==> config.mk <==
export PLATFORM = sky130hd
export DESIGN_NAME = pll_lock_seq_flat
export DESIGN_NICKNAME = d
export VERILOG_FILES = /design/src/rtl/pll_lock_seq_pkg.sv /design/src/rtl/pll_lock_seq_if.sv /design/src/rtl/sync_2ff.sv /design/src/rtl/pll_lock_seq.sv /design/src/flat_wrapper.sv
export SDC_FILE = /design/constraint.sdc
export NUM_CORES = 1
export LEC_CHECK = 0
export CAP_MARGIN = 0
export CORE_MARGIN = 2
export CORE_UTILIZATION = 59
export CTS_CLUSTER_DIAMETER = 200
export DETAILED_ROUTE_END_ITERATION = 12
export PLACE_DENSITY = 0.83
export SYNTH_ARGS = -nofsm -noshare
export SYNTH_HDL_FRONTEND = slang
export SYNTH_SLANG_ARGS = --single-unit
==> constraint.sdc <==
create_clock -name clk -period 3.5 [get_ports clk]
set_clock_uncertainty 0.1 [all_clocks]
set_input_delay 0.525 -clock clk [delete_from_list [all_inputs] [get_ports clk]]
set_output_delay 0.525 -clock clk [all_outputs]
set_load 0.005 [all_outputs]
==> src/rtl/pll_lock_seq_pkg.sv <==
// Shared types for the DDR3 core PLL lock sequencer.
// State encoding is visible on seq_state for debug.
package pll_lock_seq_pkg;

    typedef enum logic [2:0] {
        ST_RST_HOLD  = 3'd0,
        ST_WAIT_LOCK = 3'd1,
        ST_SETTLE    = 3'd2,
        ST_GATE_DLY  = 3'd3,
        ST_READY     = 3'd4,
        ST_ERROR     = 3'd5
    } seq_state_e;

    function automatic int cnt_width(input int max_cnt);
        int w;
        w = $clog2(max_cnt + 1);
        return (w < 1) ? 1 : w;
    endfunction

endpackage

==> src/rtl/pll_lock_seq_if.sv <==
// Sequencer <-> PLL / DDR-init signal bundle.
// lock_loss_cnt exists only with PLL_LOCK_SEQ_LOSS_CNT_EN.
interface pll_lock_seq_if #(
    parameter int RW = 2
);
    logic          pll_lock;
    logic          restart_req;
    logic          pll_rst;
    logic          clkout0_gate;
    logic          pll_ready;
    logic          pll_err;
    logic [RW-1:0] retry_cnt;
    logic [2:0]    seq_state;
`ifdef PLL_LOCK_SEQ_LOSS_CNT_EN
    logic [15:0]   lock_loss_cnt;

    modport master (
        input  pll_lock, restart_req,
        output pll_rst, clkout0_gate, pll_ready, pll_err,
        output retry_cnt, seq_state, lock_loss_cnt
    );
    modport slave (
        output pll_lock, restart_req,
        input  pll_rst, clkout0_gate, pll_ready, pll_err,
        input  retry_cnt, seq_state, lock_loss_cnt
    );
`else
    modport master (
        input  pll_lock, restart_req,
        output pll_rst, clkout0_gate, pll_ready, pll_err,
        output retry_cnt, seq_state
    );
    modport slave (
        output pll_lock, restart_req,
        input  pll_rst, clkout0_gate, pll_ready, pll_err,
        input  retry_cnt, seq_state
    );
`endif
endinterface

==> src/rtl/sync_2ff.sv <==
// Two-flop single-bit synchronizer, synchronous active-high reset to 0.
module sync_2ff (
    input  logic clk,
    input  logic rst,
    input  logic d_i,
    output logic q_o
);
    logic s1_q;
    logic s2_q;

    always_ff @(posedge clk) begin
        if (rst) begin
            s1_q <= 1'b0;
            s2_q <= 1'b0;
        end else begin
            s1_q <= d_i;
            s2_q <= s1_q;
        end
    end

    assign q_o = s2_q;
endmodule

==> src/rtl/pll_lock_seq.sv <==
// DDR3 core PLL reset/lock/gate sequencer with bounded retries.
// Optional lock-loss counter: define PLL_LOCK_SEQ_LOSS_CNT_EN.
module pll_lock_seq
    import pll_lock_seq_pkg::*;
#(
    parameter int RST_CYCLES    = 16,
    parameter int LOCK_TIMEOUT  = 4096,
    parameter int SETTLE_CYCLES = 64,
    parameter int GATE_DELAY    = 8,
    parameter int MAX_RETRIES   = 3
) (
    input logic             clk,
    input logic             rst,
    pll_lock_seq_if.master  bus
);
    localparam int M1 = (RST_CYCLES > LOCK_TIMEOUT) ? RST_CYCLES : LOCK_TIMEOUT;
    localparam int M2 = (SETTLE_CYCLES > GATE_DELAY) ? SETTLE_CYCLES : GATE_DELAY;
    localparam int MAXC = (M1 > M2) ? M1 : M2;
    localparam int CW = cnt_width(MAXC);
    localparam int RW = cnt_width(MAX_RETRIES);

    localparam logic [CW-1:0] RST_LAST = CW'(RST_CYCLES - 1);
    localparam logic [CW-1:0] LT_LAST  = CW'(LOCK_TIMEOUT - 1);
    localparam logic [CW-1:0] SC_LAST  = CW'(SETTLE_CYCLES - 1);
    localparam logic [CW-1:0] GD_LAST  = CW'(GATE_DELAY - 1);
    localparam logic [RW-1:0] RTY_MAX  = RW'(MAX_RETRIES);

    seq_state_e    state_q, state_d;
    logic [CW-1:0] cnt_q, cnt_d;
    logic [RW-1:0] retry_q, retry_d, retry_inc;
    logic          rst_q, rst_d;
    logic          gate_q, gate_d;
    logic          ready_q, ready_d;
    logic          err_q, err_d;
    logic          lock_s;
`ifdef PLL_LOCK_SEQ_LOSS_CNT_EN
    logic [15:0]   loss_q;
    logic          loss_inc;
`endif

    sync_2ff u_lock_sync (
        .clk (clk),
        .rst (rst),
        .d_i (bus.pll_lock),
        .q_o (lock_s)
    );

    always_comb begin
        state_d   = state_q;
        cnt_d     = cnt_q;
        retry_d   = retry_q;
        retry_inc = (retry_q == RTY_MAX) ? retry_q : retry_q + 1'b1;
`ifdef PLL_LOCK_SEQ_LOSS_CNT_EN
        loss_inc  = 1'b0;
`endif
        if (bus.restart_req) begin
            state_d = ST_RST_HOLD;
            cnt_d   = '0;
            retry_d = '0;
        end else begin
            unique case (state_q)
                ST_RST_HOLD: begin
                    if (cnt_q >= RST_LAST) begin
                        state_d = ST_WAIT_LOCK;
                        cnt_d   = '0;
                    end else begin
                        cnt_d = cnt_q + 1'b1;
                    end
                end
                ST_WAIT_LOCK: begin
                    if (lock_s) begin
                        state_d = ST_SETTLE;
                        cnt_d   = '0;
                    end else if (cnt_q >= LT_LAST) begin
                        cnt_d   = '0;
                        retry_d = retry_inc;
                        state_d = (retry_inc == RTY_MAX) ? ST_ERROR : ST_RST_HOLD;
                    end else begin
                        cnt_d = cnt_q + 1'b1;
                    end
                end
                ST_SETTLE: begin
                    if (!lock_s) begin
                        state_d = ST_WAIT_LOCK;
                        cnt_d   = '0;
                    end else if (cnt_q >= SC_LAST) begin
                        state_d = ST_GATE_DLY;
                        cnt_d   = '0;
                    end else begin
                        cnt_d = cnt_q + 1'b1;
                    end
                end
                ST_GATE_DLY: begin
                    if (!lock_s) begin
                        state_d = ST_RST_HOLD;
                        cnt_d   = '0;
                    end else if (cnt_q >= GD_LAST) begin
                        state_d = ST_READY;
                        cnt_d   = '0;
                        retry_d = '0;
                    end else begin
                        cnt_d = cnt_q + 1'b1;
                    end
                end
                ST_READY: begin
                    if (!lock_s) begin
                        state_d  = ST_RST_HOLD;
                        cnt_d    = '0;
`ifdef PLL_LOCK_SEQ_LOSS_CNT_EN
                        loss_inc = 1'b1;
`endif
                    end
                end
                ST_ERROR: begin
                    state_d = ST_ERROR;
                end
                default: begin
                    state_d = ST_RST_HOLD;
                    cnt_d   = '0;
                end
            endcase
        end
        // Outputs decoded from the next state so they register with it
        rst_d   = (state_d == ST_RST_HOLD) || (state_d == ST_ERROR);
        gate_d  = (state_d == ST_GATE_DLY) || (state_d == ST_READY);
        ready_d = (state_d == ST_READY);
        err_d   = (state_d == ST_ERROR);
    end

    always_ff @(posedge clk) begin
        if (rst) begin
            state_q <= ST_RST_HOLD;
            cnt_q   <= '0;
            retry_q <= '0;
            rst_q   <= 1'b1;
            gate_q  <= 1'b0;
            ready_q <= 1'b0;
            err_q   <= 1'b0;
        end else begin
            state_q <= state_d;
            cnt_q   <= cnt_d;
            retry_q <= retry_d;
            rst_q   <= rst_d;
            gate_q  <= gate_d;
            ready_q <= ready_d;
            err_q   <= err_d;
        end
    end

`ifdef PLL_LOCK_SEQ_LOSS_CNT_EN
    always_ff @(posedge clk) begin
        if (rst) begin
            loss_q <= '0;
        end else if (loss_inc && (loss_q != 16'hFFFF)) begin
            loss_q <= loss_q + 16'd1;
        end
    end

    assign bus.lock_loss_cnt = loss_q;
`endif

    assign bus.pll_rst      = rst_q;
    assign bus.clkout0_gate = gate_q;
    assign bus.pll_ready    = ready_q;
    assign bus.pll_err      = err_q;
    assign bus.retry_cnt    = retry_q;
    assign bus.seq_state    = state_q;
endmodule

==> src/flat_wrapper.sv <==
// flat-port wrapper written by rule: the top's interface ports become plain ports
module pll_lock_seq_flat import pll_lock_seq_pkg::*;
#(
    parameter int RST_CYCLES    = 16,
    parameter int LOCK_TIMEOUT  = 4096,
    parameter int SETTLE_CYCLES = 64,
    parameter int GATE_DELAY    = 8,
    parameter int MAX_RETRIES   = 3
)
  (clk, rst, bus_pll_lock, bus_restart_req, bus_pll_rst, bus_clkout0_gate, bus_pll_ready, bus_pll_err, bus_retry_cnt, bus_seq_state);
  pll_lock_seq_if #(.RW((2))) bus_i ();
  input logic clk;
  input logic rst;
  input wire logic [$bits(bus_i.pll_lock)-1:0] bus_pll_lock;
  input wire logic [$bits(bus_i.restart_req)-1:0] bus_restart_req;
  output wire logic [$bits(bus_i.pll_rst)-1:0] bus_pll_rst;
  output wire logic [$bits(bus_i.clkout0_gate)-1:0] bus_clkout0_gate;
  output wire logic [$bits(bus_i.pll_ready)-1:0] bus_pll_ready;
  output wire logic [$bits(bus_i.pll_err)-1:0] bus_pll_err;
  output wire logic [$bits(bus_i.retry_cnt)-1:0] bus_retry_cnt;
  output wire logic [$bits(bus_i.seq_state)-1:0] bus_seq_state;
  assign bus_i.pll_lock = bus_pll_lock;
  assign bus_i.restart_req = bus_restart_req;
  assign bus_pll_rst = bus_i.pll_rst;
  assign bus_clkout0_gate = bus_i.clkout0_gate;
  assign bus_pll_ready = bus_i.pll_ready;
  assign bus_pll_err = bus_i.pll_err;
  assign bus_retry_cnt = bus_i.retry_cnt;
  assign bus_seq_state = bus_i.seq_state;
  pll_lock_seq #(.RST_CYCLES(RST_CYCLES), .LOCK_TIMEOUT(LOCK_TIMEOUT), .SETTLE_CYCLES(SETTLE_CYCLES), .GATE_DELAY(GATE_DELAY), .MAX_RETRIES(MAX_RETRIES)) u_core (.clk(clk), .rst(rst), .bus(bus_i));
endmodule
==> results of run 1 <==
## report_power, final
part | internal (W) | leakage [nW] | switching, W
registers | 0.000275 | 0.194 | 0.00000294
clock network | 0.000116 | 0.0279 | 0.0000864
logic | 0.00000840 | 0.275 | 0.00000935
## cells in the final DEF, fill, tap and decap left out, drive strengths merged
| master | Yosys | layout |
|---|---|---|
| and3b | 1 | 1 |
| nor4 | 1 | 1 |
| xor2 | 1 | 1 |
| o22ai | 1 | 1 |
| nor2b | 5 | 5 |
| or3 | 3 | 3 |
| bufinv | 0 | 1 |
| and4 | 2 | 2 |
| inv | 6 | 6 |
| clkbuf | 2 | 3 |
| o311ai | 5 | 5 |
| nor4b | 1 | 1 |
| dfxtp | 24 | 24 |
| o2111a | 1 | 1 |
| nand4 | 3 | 3 |
| a41oi | 1 | 1 |
| a31o | 1 | 1 |
| mux2i | 1 | 1 |
| mux2 | 1 | 1 |
| nor3 | 4 | 4 |
| a22oi | 2 | 2 |
| a21oi | 8 | 8 |
| o2111ai | 5 | 5 |
| and2 | 4 | 4 |
| o21a | 1 | 1 |
| o21ai | 6 | 6 |
| a211oi | 1 | 1 |
| a31oi | 1 | 1 |
| or2 | 3 | 3 |
| ha | 1 | 1 |
| nand3 | 11 | 11 |
| and3 | 3 | 3 |
| nor2 | 13 | 13 |
| a221oi | 1 | 1 |
| clkdlybuf4s50 | 0 | 12 |
| a21o | 2 | 2 |
| or4b | 1 | 1 |
| nand2 | 18 | 18 |
## per-stage QoR
| step | power [W] | worst slack, ns | cells |
|---|---|---|---|
| floorplan | 0.000295 | 1.21 | 146 |
| global placement | 0.000301 | 1.15 | 182 |
| detailed placement | 0.000302 | 1.07 | 182 |
| CTS | 0.000502 | 1.03 | 186 |
| global route | 0.000511 | 0.765 | 186 |
| finish | 0.000498 | 1.02 | 186 |
## layout make-up
type | count | area share, %
clock inverters | 1 | 2.13
multi-input cells | 113 | 49.7
flip-flops and latches | 24 | 34.0
well taps | 27 | 2.39
repair buffers | 12 | 8.51
inverters | 6 | 1.60
clock buffers | 3 | 1.60
## logic make-up after synthesis
kind of cell,count (synthesis)
xor gates and xnor gates,1
AOI/OAI and AO/OA,36
DFF,24
and+or+nand+nor,73
buffers and inverters,9
muxes,2
adders and majority gates,1
## how the worst max path moves through the flow
stage	slack (ns)	end	depth (start not counted)
2_1_floorplan	1.21	u_core.cnt_q[10]$_SDFFE_PP0P_	7
3_3_place_gp	1.15	u_core.bus.clkout0_gate$_SDFF_PP0_	6
3_5_place_dp	1.07	u_core.cnt_q[11]$_SDFFE_PP0P_	7
4_1_cts	1.03	u_core.cnt_q[11]$_SDFFE_PP0P_	6
5_1_grt	0.77	u_core.cnt_q[5]$_SDFFE_PP0P_	6
6_report	1.02	u_core.cnt_q[11]$_SDFFE_PP0P_	6
## per-layer routing
metal / global-route usage (%) / up-vias / wire length, um
met5: 0 / - / 0
met4: 12.5 / 0 / 57
met3: 3.68 / 7 / 103
met2: 43.2 / 32 / 1390
met1: 27.3 / 555 / 1210
li1: - / 574 / -
## registers in the layout (all words and copies together) (netlist names)
name and count:
u_core.bus.seq_state 3, u_core.bus.retry_cnt 2, u_core.bus.pll_rst 1, u_core.u_lock_sync.s1_q 1, u_core.u_lock_sync.q_o 1, u_core.bus.pll_ready 1
u_core.cnt_q 13, u_core.bus.pll_err 1, u_core.bus.clkout0_gate 1
==> results.cfg, run 1 <==
[outcome]
status = completed

[power_and_ir_drop]
p_leak_nw = 0.497
power_density_nw_per_um2 = 353
vdd_drop_max_mv = 0.341

[clock_tree]
cts_hold_buf = 0
path_clk_slew_ns = 0.14
h-tree-depth = 1
root_buffer = clkbuf_4
cts_buffers = 3
post_cts_buffers = 0
cts_tree = built
clock_sinks = 24
clockBufferDepth = 2
clk_latency_ns = 0.33
ctsResizeCount = 0

[place]
place_congestion = 0.950
dpl-instance-area_um2 = 1360
hpwl_um = 2050
port_buffers = 12

[final_layout]
nets = 165
multi_input_area_um2 = 702
final_area_um2 = 1410
drive_gt1_share_pct = 8.81
nFillCells = 186
syn_to_final_growth_pct = 16.0
final_util_pct = 71.9
ff_latch_area_um2 = 480
diodes = 0

[drt]
num_vias = 1168
via_per_inst = 6.28
dr.pass1.iters = 4
postRouteAntennaNets = 0
drc = 0
drtIter0Drc = 32
totalWireLength_um = 2760
avgRoutedWirePerCell_um = 14.9

[timing]
setup_viol = 0
setup_tns_ns = 0
rsz0062_at_grt = no
hold_slack_ns = 0.358
hold_viol = 0
fin_crit_sh_pct = 70.9
fmax_ghz = 0.403
fin_crit_ns = 2.48
slew_violations = 0
tightest_slew_ns = 0.537
slew_headroom_pct = 64.1

[critical_path]
start_kind = flop
reg2reg_from = u_core.cnt_q[7]$_SDFFE_PP0P_
critPathArrivalTime_ns = 2.64
crit_chain = nor4_2, nand3_1, or4b_4, a31oi_2, a21oi_1, o22ai_1
cp_top_family = simple AND/OR/NAND/NOR gates
r2r_cells = 6
r2r_slack_ns = 1.02
criticalPathCategory = reg2reg
path_buf_inv = 0
critPathLaunch = u_core.cnt_q[7]$_SDFFE_PP0P_
path_max_fanout = 9
r2r-end = u_core.cnt_q[11]$_SDFFE_PP0P_
cp.required_ns = 3.66
critPathMaxStageDelay_ns = 0.55
cpMaxStageDelayCell = or4b_4
crit_path_end_kind = flop

[logic_synthesis]
yosys.area.top_type_share_pct = 39.5
synth_common_cells = 24 x dfxtp_1, 18 x nand2_1, 13 x nor2_1, 11 x nand3_1, 8 x a21oi_1
synthMuxAreaShare_pct = 1.75
synth_edf_count = 0
synthArstFlopShare_pct = 0
ys_seq_elements = 24
postSynthNetCount = 151
synth_xor_area_share_pct = 0.720
synth_simple_gate_area_share_pct = 31.7
synth-main-ff-cell = dfxtp_1
synthTopCellsByArea = dfxtp_1 40%, nand2_1 5.6%, nand3_1 4.5%
avgSynthCellArea_um2 = 8.33
synth_area_um2 = 1220
yosys_warnings = 0
yosysMostFrequentCell = dfxtp_1
synth_top_cell_by_area = dfxtp_1
yosys.cell_types.count = 38
synth_top_family_by_area = simple AND/OR/NAND/NOR gates
ys_seq_area_share_pct = 39.5
syn_inst = 146
synth_compound_area_share_pct = 22.5
synthAdderAreaFrac_pct = 1.03

[min_path]
hold_depth = 1
hp-start = u_core.u_lock_sync.s1_q$_SDFF_PP0_
min_path_type = reg2reg
hold_end = u_core.u_lock_sync.q_o$_SDFF_PP0_

[global_route]
grt_pass1_wl_um = 4550
gr-total-overflow = 0
antenna_found_initial = 0
grt_pass1_vias = 1071
grt_max_degree = 15
grt.total_usage_pct = 24.1

[floorplanning]
die_area_um2 = 2440
rows = 16
start_util_pct = 62.0
die_x_um = 49.4
die_h_um = 49.4
pin_count = 13
core_area_um2 = 1960

[flow_run]
drv_cap = 0
Power figures use the tool's default switching activity.
==> run 2: changes to the inputs <==
- CORE_UTILIZATION: 59 -> 49
- PLACE_DENSITY: 0.83 -> 0.73
- clock period: 3.5 -> 2.15 ns (I/O delays scaled with it)
==> run 2 against run 1 <==
Effect of this change: the flow now finishes with violations (negative setup slack); worst setup slack got worse by 1.1 ns; combinational power grew 140%; sequential share of layout area fell by 4.8 points; clock-buffer cell count did not move; die area grew 19%; register-to-register slack got worse by 1.1 ns; critical endpoint is now u_core.cnt_q[10]$_SDFFE_PP0P_.
==> results.cfg, run 2 (same netlist as run 1, synthesis figures left out) <==
[final_layout]
syn_to_final_growth_pct = 36.6
nets = 188
nFillCells = 185
diodes = 0
largest_reg_flops = 13
drive_gt1_share_pct = 25.8
ff_latch_area_um2 = 487
finalNonFillerCells = 212
final_common_cell = buf_4
multi_input_area_um2 = 766
regMostFlops = u_core.cnt_q
layout_common_cells = 22 x buf_4, 21 x dfxtp_1, 18 x nand2_1

[timing]
fmax_ghz = 0.452
rsz0062_at_grt = yes
tightest_slew_ns = 0.439
slew_headroom_pct = 70.3
fin_crit_ns = 2.21
setup_ws_ns = -0.0635
hold_viol = 0
setup_viol = 4
fin_crit_sh_pct = 103
slew_violations = 0

[clock_tree]
h-tree-depth = 1
cts_buffers = 3
clockBufferDepth = 2
path_clk_slew_ns = 0.14
clock_sinks = 24
cts_hold_buf = 0
root_buffer = clkbuf_4
clk_latency_ns = 0.33
cts_tree = built

[place]
place_congestion = 0.791
hpwl_um = 2280
placed_cells = 206
port_buffers = 12
pre_cts_ws_ns = -0.0838

[floorplanning]
rows = 18
die_x_um = 53.8
start_util_pct = 50.5
pin_count = 13
die_area_um2 = 2900
core_area_um2 = 2410
die_h_um = 53.8

[critical_path]
r2r_slack_ns = -0.06
cpMaxStageDelayCell = or4b_4
critPathMaxStageDelay_ns = 0.51
crit_chain = ha_4, a21o_1, and2_4, or4b_4, a31o_4, or3_1, o21ai_1
start_kind = flop
critPathArrivalTime_ns = 2.39
r2r_cells = 7
criticalPathCategory = reg2reg
path_buf_inv = 0
crit_path_end_kind = flop
path_max_fanout = 8
cp_top_family = simple AND/OR/NAND/NOR gates
r2r-end = u_core.cnt_q[10]$_SDFFE_PP0P_
reg2reg_from = u_core.cnt_q[1]$_SDFFE_PP0P_
cp.required_ns = 2.33

[power_and_ir_drop]
total_power_w = 0.000827
vdd_drop_max_mv = 0.431
power_density_nw_per_um2 = 498
p_leak_nw = 0.634

[global_route]
met2_usage_pct = 44.7
met3_usage_pct = 2.78
grt_pass1_vias = 1192
grt_max_degree = 15
busiest_layer = met2
gr-total-overflow = 0
antenna_found_initial = 0
use_met1_pct = 27.4
grt_pass1_wl_um = 5110
grt.total_usage_pct = 23.8

[min_path]
hold_depth = 1
hold_end = u_core.u_lock_sync.q_o$_SDFF_PP0_
min_path_type = reg2reg
hp-start = u_core.u_lock_sync.s1_q$_SDFF_PP0_

[drt]
dr.pass1.iters = 4
drc = 0
avgRoutedWirePerCell_um = 14.4
drtIter0Drc = 43
postRouteAntennaNets = 0
num_vias = 1256
totalWireLength_um = 3060
via_per_inst = 5.92

[outcome]
failed_checks = negative setup slack
status = finished, violations left

[flow_run]
drv_cap = 0
==> run 2: routing by layer <==
metal  wire length (um)  vias up  part of all wire [%]
met5                  0        -                     0
li1                   -      618                     -
met4                 60        0                   2.0
met3                 95        8                   3.1
met2               1600       34                    52
met1               1310      596                    43
==> run 2: power breakdown <==
part	internal [W]	switching (W)	leakage [nW]
Combinational	0.0000218	0.0000206	0.410
Sequential	0.000448	0.00000334	0.196
Clock	0.000189	0.000145	0.0279
Total	0.000658	0.000169	0.634
==> run 2: area by class of cell <==
| class | instances | share of cell area (%) |
|---|---|---|
| multi-input cells | 113 | 46.1 |
| repair buffers | 35 | 17.8 |
| clock buffers | 3 | 1.36 |
| clock inverters | 1 | 1.81 |
| inverters | 6 | 1.36 |
| flip-flops and latches | 24 | 29.3 |
| well taps | 30 | 2.26 |
==> run 2: repair_timing <==
action | 4_1_cts | 5_1_grt
setup buffers | 2 | 0
setup endpoints to repair | 10 | 11
pin swaps | 2 | 0
resized for setup | 6 | 7
==> run 2: how the worst max path moves through the flow <==
stage | startpoint | endpoint | slack [ns] | cells past startpoint
3_5_place_dp | u_core.cnt_q[1]$_SDFFE_PP0P_ | u_core.bus.pll_rst$_SDFF_PP1_ | -0.08 | 7
4_1_cts | u_core.cnt_q[1]$_SDFFE_PP0P_ | u_core.cnt_q[10]$_SDFFE_PP0P_ | -0.05 | 7
2_1_floorplan | u_core.cnt_q[12]$_SDFFE_PP0P_ | u_core.cnt_q[10]$_SDFFE_PP0P_ | 0.004 | 6
5_1_grt | u_core.cnt_q[12]$_SDFFE_PP0P_ | u_core.cnt_q[10]$_SDFFE_PP0P_ | -0.12 | 6
6_report | u_core.cnt_q[1]$_SDFFE_PP0P_ | u_core.cnt_q[10]$_SDFFE_PP0P_ | -0.06 | 7
3_3_place_gp | u_core.cnt_q[1]$_SDFFE_PP0P_ | u_core.cnt_q[10]$_SDFFE_PP0P_ | -0.005 | 7
==> run 2: stage by stage <==
stage / cell area (um^2) / hold slack [ns] / util, % / setup TNS, ns
floorplan: 1240 / 0.294 / - / 0
global placement: 1550 / 0.332 / 64.3 / -0.00544
detailed placement: 1550 / 0.328 / 64.3 / -0.207
CTS: 1630 / 0.361 / 67.4 / -0.0605
global route: 1660 / 0.375 / 69.0 / -0.505
finish: 1660 / 0.359 / 69.0 / -0.0952
==> run 3: changes to the inputs <==
- CTS_BUF_LIST: default -> sky130_fd_sc_hd__clkbuf_16
- GPL_ROUTABILITY_DRIVEN: default -> 0
==> run 3 against run 2 <==
Effect of this change: sequential share of layout area decreased by 0.90 points; power rose by 24%; the run still ends with negative setup slack left; register-to-register slack got worse by 0.02 ns; largest power group is now clock; highest routed layer unchanged; critical endpoint unchanged.
==> results.cfg, run 3 (same netlist as run 1, synthesis figures left out) <==
[drt]
drtIter0Drc = 31
postRouteAntennaNets = 0
dr.pass1.iters = 4
drc = 0
totalWireLength_um = 3130
avgRoutedWirePerCell_um = 14.8
num_vias = 1242
via_per_inst = 5.86

[final_layout]
final_common_cell = buf_4
diodes = 0
final_util_pct = 71.1
layout_common_cells = 22 x buf_4, 21 x dfxtp_1, 18 x nand2_1
final_area_um2 = 1710
drive_gt1_share_pct = 25.8
largest_reg_flops = 13
syn_to_final_growth_pct = 40.9
nets = 188
nFillCells = 180
regMostFlops = u_core.cnt_q

[clock_tree]
clockBufferDepth = 2
h-tree-depth = 1
clk_latency_ns = 0.26
cts_tree = built
cts_buffers = 3
clock_sinks = 24
root_buffer = clkbuf_16
path_clk_slew_ns = 0.06

[critical_path]
criticalPathCategory = reg2reg
r2r_cells = 7
path_max_fanout = 8
crit_path_end_kind = flop
critPathArrivalTime_ns = 2.33
start_kind = flop
cp.required_ns = 2.25

[global_route]
grt_pass1_wl_um = 5180
gr-total-overflow = 0
grt_max_degree = 15
grt_pass1_vias = 1183
antenna_found_initial = 0
grt.total_usage_pct = 24.5

[timing]
slew_violations = 0
rsz0062_at_grt = yes
hold_viol = 0
hold_slack_ns = 0.342
fmax_ghz = 0.447
setup_ws_ns = -0.0847
tightest_slew_ns = 0.444
fin_crit_ns = 2.23
setup_viol = 5
fin_crit_sh_pct = 104
slew_headroom_pct = 70.0

[floorplanning]
start_util_pct = 50.5
die_h_um = 53.8
die_x_um = 53.8
pin_count = 13
die_area_um2 = 2900
core_area_um2 = 2410
rows = 18

[power_and_ir_drop]
p_comb_share_pct = 4.1
p_leak_nw = 0.657
p_clk_share_pct = 52.0
vdd_drop_max_mv = 0.575
internal_power_w = 0.000840
power_density_nw_per_um2 = 599
total_power_w = 0.00103
p_sw_w = 0.000188
p_sw_share_pct = 18.3
seqPwrFrac_pct = 43.9

[min_path]
hold_depth = 1
min_path_type = reg2reg

[place]
dpl-instance-area_um2 = 1550
hpwl_um = 2280
port_buffers = 12

[outcome]
failed_checks = negative setup slack
status = finished, violations left

[flow_run]
drv_cap = 0
run 3: what timing repair did:
item,in CTS,in global routing
hold buffers,0,0
gates resized for setup,8,5
setup buffers,2,0
pin swaps,2,0
setup endpoints to repair,9,9
run 3: per-stage QoR:
step	instances	worst slack, ns	setup TNS, ns
floorplan	146	0.00443	0
global placement	206	-0.00544	-0.00544
detailed placement	206	-0.0838	-0.207
CTS	212	-0.0637	-0.106
global route	212	-0.115	-0.488
finish	212	-0.0847	-0.180
run 3: area by class of cell:
class	count	area, um^2	share of cell area [%]
Tap cell	30	37.5	2.19
Sequential cell	24	487	28.4
Timing Repair Buffer	35	297	17.3
Multi-Input combinational cell	113	766	44.7
Clock inverter	1	30.0	1.75
Clock buffer	3	75.1	4.38
Inverter	6	22.5	1.31
run 3: path summary, 6_finish.rpt:
| kind | from | endpoint | slack, ns |
|---|---|---|---|
| worst min register to register | u_core.u_lock_sync.s1_q$_SDFF_PP0_ | u_core.u_lock_sync.q_o$_SDFF_PP0_ | 0.34 |
| worst min-delay path | u_core.u_lock_sync.s1_q$_SDFF_PP0_ | u_core.u_lock_sync.q_o$_SDFF_PP0_ | 0.34 |
| worst max register to register | u_core.cnt_q[1]$_SDFFE_PP0P_ | u_core.cnt_q[10]$_SDFFE_PP0P_ | -0.08 |
| worst max-delay path | u_core.cnt_q[1]$_SDFFE_PP0P_ | u_core.cnt_q[10]$_SDFFE_PP0P_ | -0.08 |
run 3: worst max-delay path: stages (launching register included):
cell	delay (ns)
dfxtp_4	0.36
ha_4	0.16
a21o_1	0.17
and2_4	0.17
or4b_4	0.52
a31o_4	0.28
or3_1	0.35
o21ai_1	0.07
run 3: layer usage:
| metal | up-vias | track usage (%) | routed length (um) |
|---|---|---|---|
| met2 | 27 | 44.5 | 1610 |
| li1 | 619 | - | - |
| met5 | - | 0 | 0 |
| met3 | 9 | 3.61 | 72 |
| met4 | 0 | 9.40 | 68 |
| met1 | 587 | 28.7 | 1380 |
run 3: power groups by stage:
stage | Sequential, W | Clock [W] | Combinational, W
after global placement | 0.000462 | 0 | 0.0000363
final | 0.000451 | 0.000534 | 0.0000422
after floorplan | 0.000462 | 0 | 0.0000187
after CTS | 0.000451 | 0.000540 | 0.0000403
after detailed placement | 0.000462 | 0 | 0.0000377
after global routing | 0.000451 | 0.000556 | 0.0000460
